===== src/rtl/passthru_pkg.sv =====
// passthru_pkg: shared defaults and DTR/RTS decode for the ESP32 passthru.
// The decode maps the accepted {ndtr,nrts} pair onto {wifi_en,wifi_gpio0}.
package passthru_pkg;

  localparam int unsigned DEF_TIMEOUT_BITS  = 17;
  localparam int unsigned DEF_FILTER_CYCLES = 2;
  localparam int unsigned DEF_BTN_BITS      = 7;
  localparam int unsigned DEF_PROGN_BITS    = 8;
  localparam logic [6:0]  DEF_PROGN_PATTERN = 7'b0000010;

  typedef enum logic [1:0] {
    PAIR_00 = 2'b00,
    PAIR_01 = 2'b01,
    PAIR_10 = 2'b10,
    PAIR_11 = 2'b11
  } pair_e;

  typedef struct packed {
    logic en;
    logic gpio0;
  } wifi_t;

  localparam wifi_t WIFI_RUN   = '{en: 1'b1, gpio0: 1'b1};
  localparam wifi_t WIFI_HOLD  = '{en: 1'b0, gpio0: 1'b1};
  localparam wifi_t WIFI_BOOT  = '{en: 1'b1, gpio0: 1'b0};

  function automatic wifi_t pair_decode(input logic [1:0] p);
    pair_decode = WIFI_RUN;
    unique case (p)
      PAIR_10: pair_decode = WIFI_HOLD;
      PAIR_01: pair_decode = WIFI_BOOT;
      PAIR_00: pair_decode = WIFI_RUN;
      PAIR_11: pair_decode = WIFI_RUN;
    endcase
  endfunction

endpackage


===== src/rtl/sync_filter.sv =====
// sync_filter: 2-FF synchroniser followed by a stability filter.
// A new value is accepted once seen on C_filter_cycles consecutive clocks.
module sync_filter #(
  parameter int unsigned    W               = 2,
  parameter int unsigned    C_filter_cycles = 2,
  parameter logic [W-1:0]   RST_VAL         = '1
) (
  input  logic         clk,
  input  logic         rst_n,
  input  logic [W-1:0] d,
  output logic [W-1:0] q
);

  localparam int unsigned CW      = $clog2(C_filter_cycles + 1);
  localparam logic [CW:0] RUN_ONE = (CW+1)'(1);
  localparam logic [CW:0] RUN_MAX = (CW+1)'(C_filter_cycles);

  logic [W-1:0]  s1_q, s2_q, prev_q, acc_q, acc_d;
  logic [CW-1:0] cnt_q, cnt_d;
  logic [CW:0]   run;

  // run = length of the current streak of identical samples that differ
  // from the accepted value
  always_comb begin
    acc_d = acc_q;
    cnt_d = '0;
    run   = RUN_ONE;
    if (s2_q != acc_q) begin
      if (s2_q == prev_q) run = {1'b0, cnt_q} + RUN_ONE;
      if (run >= RUN_MAX) acc_d = s2_q;
      else cnt_d = run[CW-1:0];
    end
  end

  always_ff @(posedge clk or negedge rst_n) begin
    if (!rst_n) begin
      s1_q   <= RST_VAL;
      s2_q   <= RST_VAL;
      prev_q <= RST_VAL;
      acc_q  <= RST_VAL;
      cnt_q  <= '0;
    end else begin
      s1_q   <= d;
      s2_q   <= s1_q;
      prev_q <= s2_q;
      acc_q  <= acc_d;
      cnt_q  <= cnt_d;
    end
  end

  assign q = acc_q;

endmodule


===== src/rtl/passthru_prog_ctrl.sv =====
// passthru_prog_ctrl: ESP32 enable/boot control from DTR/RTS, programming
// release window, button scan to host and multiboot PROGRAMN request.
module passthru_prog_ctrl
  import passthru_pkg::*;
#(
  parameter int unsigned C_timeout_bits  = DEF_TIMEOUT_BITS,
  parameter int unsigned C_filter_cycles = DEF_FILTER_CYCLES,
  parameter int unsigned C_btn_bits      = DEF_BTN_BITS,
  parameter int unsigned C_progn_bits    = DEF_PROGN_BITS,
  parameter logic [C_btn_bits-1:0] C_progn_pattern =
    C_btn_bits'(DEF_PROGN_PATTERN)
) (
  input  logic                  clk_25mhz,
  input  logic                  rstn,
  input  logic                  ftdi_ndtr,
  input  logic                  ftdi_nrts,
  input  logic [C_btn_bits-1:0] btn,
  input  logic                  spi_clk,
  input  logic                  spi_csn,
  output logic                  wifi_en,
  output logic                  wifi_gpio0,
  output logic                  prog_active,
  output logic                  sd_d0_o,
  output logic                  sd_d0_oe,
  output logic                  user_programn
);

  localparam int unsigned T = C_timeout_bits;
  localparam int unsigned B = C_btn_bits;
  localparam int unsigned P = C_progn_bits;

  localparam logic [T:0]   REL_RST = {1'b1, {T{1'b0}}};
  localparam logic [T:0]   REL_ONE = (T+1)'(1);
  localparam logic [P-1:0] MB_ONE  = P'(1);

  logic [1:0]   pair, pair_prev_q;
  wifi_t        dec;
  logic         trigger, sclk_rise;

  logic [B-1:0] btn_s1_q, btn_s2_q;
  logic         sclk_s1_q, sclk_s2_q, sclk_prev_q;
  logic         csn_s1_q, csn_s2_q;

  logic         wifi_en_q, wifi_en_d;
  logic         wifi_gpio0_q, wifi_gpio0_d;
  logic         dec_gpio0_q, dec_gpio0_d;
  logic [T:0]   rel_q, rel_d;
  logic [B:0]   scan_q, scan_d;
  logic [P-1:0] mb_q, mb_d;
  logic         programn_q, programn_d;

  sync_filter #(
    .W               (2),
    .C_filter_cycles (C_filter_cycles),
    .RST_VAL         (2'b11)
  ) u_pair_filt (
    .clk   (clk_25mhz),
    .rst_n (rstn),
    .d     ({ftdi_ndtr, ftdi_nrts}),
    .q     (pair)
  );

  always_comb begin
    dec          = pair_decode(pair);
    wifi_en_d    = dec.en;
    dec_gpio0_d  = dec.gpio0;
    wifi_gpio0_d = dec.gpio0 & btn_s2_q[0];

    trigger = (pair_prev_q == PAIR_11) && (pair == PAIR_10);
    rel_d   = rel_q;
    if (trigger) rel_d = '0;
    else if (!rel_q[T]) rel_d = rel_q + REL_ONE;

    sclk_rise = sclk_s2_q & ~sclk_prev_q;
    scan_d    = scan_q;
    if (csn_s2_q) scan_d = {1'b0, btn_s2_q};
    else if (sclk_rise) scan_d = {scan_q[B-1:0], 1'b0};

    mb_d = '0;
    if (btn_s2_q == C_progn_pattern) mb_d = (&mb_q) ? mb_q : mb_q + MB_ONE;
    programn_d = ~mb_q[P-1];
  end

  always_ff @(posedge clk_25mhz or negedge rstn) begin
    if (!rstn) begin
      btn_s1_q     <= '0;
      btn_s2_q     <= '0;
      sclk_s1_q    <= 1'b1;
      sclk_s2_q    <= 1'b1;
      sclk_prev_q  <= 1'b1;
      csn_s1_q     <= 1'b1;
      csn_s2_q     <= 1'b1;
      pair_prev_q  <= 2'b11;
      wifi_en_q    <= 1'b1;
      wifi_gpio0_q <= 1'b1;
      dec_gpio0_q  <= 1'b1;
      rel_q        <= REL_RST;
      scan_q       <= '0;
      mb_q         <= '0;
      programn_q   <= 1'b1;
    end else begin
      btn_s1_q     <= btn;
      btn_s2_q     <= btn_s1_q;
      sclk_s1_q    <= spi_clk;
      sclk_s2_q    <= sclk_s1_q;
      sclk_prev_q  <= sclk_s2_q;
      csn_s1_q     <= spi_csn;
      csn_s2_q     <= csn_s1_q;
      pair_prev_q  <= pair;
      wifi_en_q    <= wifi_en_d;
      wifi_gpio0_q <= wifi_gpio0_d;
      dec_gpio0_q  <= dec_gpio0_d;
      rel_q        <= rel_d;
      scan_q       <= scan_d;
      mb_q         <= mb_d;
      programn_q   <= programn_d;
    end
  end

  // the release window owns the shared pin; scan readout only when closed
  always_comb begin
    sd_d0_oe = 1'b0;
    sd_d0_o  = 1'b0;
    if (!rel_q[T]) begin
      sd_d0_oe = 1'b1;
      sd_d0_o  = dec_gpio0_q;
    end else if (!csn_s2_q) begin
      sd_d0_oe = 1'b1;
      sd_d0_o  = scan_q[B];
    end
  end

  assign wifi_en       = wifi_en_q;
  assign wifi_gpio0    = wifi_gpio0_q;
  assign prog_active   = ~rel_q[T];
  assign user_programn = programn_q;

endmodule


===== config.mk =====
export PLATFORM = sky130hd
export DESIGN_NAME = passthru_prog_ctrl
export DESIGN_NICKNAME = d
export VERILOG_FILES = /design/src/rtl/passthru_pkg.sv /design/src/rtl/sync_filter.sv /design/src/rtl/passthru_prog_ctrl.sv
export SDC_FILE = /design/constraint.sdc
export NUM_CORES = 1
export LEC_CHECK = 0
export ABC_CLOCK_PERIOD_IN_PS = 2090
export CORE_MARGIN = 5
export CORE_UTILIZATION = 31
export CTS_CLUSTER_SIZE = 10
export DETAILED_ROUTE_END_ITERATION = 12
export GPL_TIMING_DRIVEN = 0
export PLACE_DENSITY = 0.45
export SLEW_MARGIN = 25
export SYNTH_ARGS = -nofsm -noshare
export SYNTH_HDL_FRONTEND = slang
export SYNTH_SLANG_ARGS = --single-unit
export TNS_END_PERCENT = 1

===== constraint.sdc =====
create_clock -name clk_25mhz -period 2.09 [get_ports clk_25mhz]
set_clock_uncertainty 0.05 [all_clocks]
set_input_delay 0.3135 -clock clk_25mhz [delete_from_list [all_inputs] [get_ports clk_25mhz]]
set_output_delay 0.3135 -clock clk_25mhz [all_outputs]
set_load 0.01 [all_outputs]

==> impl_metrics.csv <==
group,metric,value,unit
final_layout,regArea,1750,µm²
synth,ys.flop_type,"dfrtp_1",
critical_path,cp_max_fo,10,
floorplanning,die_h,104,µm
route,routed_wl,4730,µm
clock_network,cts_root_buf,"clkbuf_8",
clock_network,htreeDepth,3,
power,sw_frac_of_total,27.7,%
route,vias,1739,
power,p_comb_share,14.5,%
route,wl_per_cell,12.7,µm
flow_run,maxCapViolations,0,
clock_network,numCtsBuffers,9,
synth,synth_top_area_cell,"dfrtp_1",
final_layout,area_growth,20.8,%
floorplanning,fp.dieW,104,µm
floorplanning,ios,19,
power,p_switching,915,µW
placed_design,hpwl,3150,µm
sta,fin_tns_setup,0,ps
hold_path,hp-class,"register to register",
floorplanning,initial_core_util,31.6,%
critical_path,start_kind,"register",
synth,syn_inst,228,
critical_path,path_buf_inv,2,
clock_network,clock-sinks,69,
sta,rsz0062_at_grt,"false",
sta,setup_viol,0,
route,via_per_inst,4.66,
global_routing,globalRouteOverflowTotal,0,
placed_design,gp_congestion,0.676,
critical_path,cp_slowest_stage_delay,540,ps
global_routing,grt_max_degree,51,
final_layout,diodes,0,
critical_path,path_class,"register to output pin",
synth,ys_ff_latch,69,
sta,fin_ws,91.7,ps
placed_design,io_buffers,18,
global_routing,grt_usage,9.49,%
sta,post-route-period-util,95.6,%
synth,netlist_top_cells_area,"dfrtp_1, dfstp_2, mux2i_1",
floorplanning,dieArea,10800,µm²
critical_path,worstPathRequired,1730,ps
global_routing,grt_pass1_wl,8200,µm
sta,slew_headroom,60.2,%
power,power,3.31,mW
critical_path,cp_top_family,"buffers and inverters",
sta,finalMaxSlewViolations,0,
synth,async_flop_share,100,%
power,pwr-share-clk,33.4,%
route,drtAntennaViolNets,0,
route,drc,0,
sta,worst_pin_slew,589,ps
route,drt_iter0_drc,34,
critical_path,cpMaxStageDelayCell,"dfstp_2",
final_layout,finalNetCount,276,
final_layout,layout_commonest_cell,"dfrtp_1",
global_routing,grt_pass1_vias,1678,
synth,synth-edff-count,0,
critical_path,worstPathArrival,1630,ps
synth,netlist.area_leader.share,44.7,%
final_layout,multi_input_area,950,µm²
sta,hold_viol,0,
sta,fmaxAchievable,0.500,GHz
synth,synth-seq-area-share,63.8,%
synth,ys_warn_count,0,
power,ir_drop,565,µV
critical_path,crit_path_cell_trace,"clkbuf_4 -> nand2_1 -> clkdlybuf4s50_1",
final_layout,final_area,3320,µm²
synth,synth_fp_nets,244,
placed_design,dp_slack,91.2,ps
synth,avgSynthCellArea,12.0,µm²
synth,synthDistinctLibCells,40,
floorplanning,row_count,34,
critical_path,end_kind,"output pin",
sta,finalCriticalPeriod,2000,ps
route,dr.pass1.iters,4,
power,seqPwrFrac,52.1,%
status,status,"complete, no violations",
clock_network,insertion_delay,340,ps
power,p_int,2.39,mW
clock_network,cts_tree,"yes",
clock_network,cts.path.max_buffers,2,
final_layout,fillers,859,
final_layout,drive_gt1_share,18.1,%
global_routing,antenna_found_initial,0,
power,p_leak,1.37,nW
final_layout,final_cell_mix,"dfrtp_1, nor2_1, dfstp_2",
clock_network,clkTransAtPathRegs,80,ps
sta,hold-worst-slack,301,ps
synth,syn-cell-area,2740,µm²
floorplanning,fp.coreArea,8680,µm²
power,power.density,998,nW/µm²
placed_design,dpl_cell_area,3080,µm²
layout make-up:
cell class	count	share of cell area [%]
inverters	5	0.566
well taps	108	4.08
plain buffers	6	0.943
clock buffers	12	5.36
clock inverters	4	1.02
multi-input cells	148	28.6
repair buffers	21	6.57
flip-flops and latches	69	52.8
stage by stage:
stage	util, %	cells
finish	38.2	373
global placement	35.3	354
floorplan	-	228
global route	38.2	373
CTS	38.2	373
detailed placement	35.5	355
path summary, 6_finish.rpt:
check | start | end | slack (ps) | cells after the start
worst min register to register | btn_s1_q[4]$_DFF_PN0_ | btn_s2_q[4]$_DFF_PN0_ | 300 | 0
min in group asynchronous | rstn | rel_q[2]$_DFFE_PN0P_ | 350 | 2
worst min-delay path | btn_s1_q[4]$_DFF_PN0_ | btn_s2_q[4]$_DFF_PN0_ | 300 | 0
worst max-delay path | csn_s2_q$_DFF_PN1_ | sd_d0_oe | 90 | 3
worst max register to register | u_pair_filt.q[1]$_DFFE_PN1P_ | rel_q[12]$_DFFE_PN0P_ | 290 | 4
max in group asynchronous | rstn | u_pair_filt.q[0]$_DFFE_PN1P_ | 1050 | 3
kinds of logic after synthesis:
group                      Yosys count  synth area share [%]
xor gates and xnor gates            16                  5.11
and+or+nand+nor                     86                  16.6
AOI/OAI and AO/OA                   29                  6.57
adders and majority gates            3                  1.37
other                                1                 0.137
buffers and inverters               11                  1.55
DFF                                 69                  63.8
muxes                               13                  4.88
power by group through the flow:
stage,Sequential (mW),Combinational (mW),Clock [mW]
6_report,1.72,0.480,1.10
5_1_grt,1.76,0.541,1.22
4_1_cts,1.73,0.496,1.16
3_5_place_dp,1.75,0.495,0
3_3_place_gp,1.75,0.483,0
2_1_floorplan,1.72,0.319,0
what timing repair did:
item | CTS | global route
gates resized for setup | 4 | 4
endpoints found under the hold margin | 18 | 0
hold buffers | 1 | 0
setup endpoints to repair | 2 | 11
setup buffers | 1 | 0
synthesized netlist by cell type, drive strengths merged (3+ instances only):
cell / n
a21oi: 4
a31oi: 4
and3: 3
clkbuf: 6
dfrtp: 49
dfstp: 20
ha: 3
inv: 5
mux2: 3
mux2i: 10
nand2: 19
nand2b: 3
nand3: 9
nand4: 3
nor2: 24
nor2b: 3
nor3: 7
nor4: 4
o21ai: 11
or3: 5
xnor2: 10
xor2: 6
per-layer routing:
metal	GRT usage (%)	up-vias	wire length, µm
met1	12.7	856	2390
li1	-	854	-
met3	4.16	7	178
met5	0	-	0
met2	13.5	22	2090
met4	3.61	0	69
state kept, by name, summed over array words and instances (netlist names), 2 cells and up:
name                flops
btn_s1_q                7
btn_s2_q                7
mb_q                    8
pair_prev_q             2
rel_q                  18
scan_q                  8
u_pair_filt.cnt_q       2
u_pair_filt.prev_q      2
u_pair_filt.q           2
u_pair_filt.s1_q        2
u_pair_filt.s2_q        2
Power figures use the tool's default switching activity.
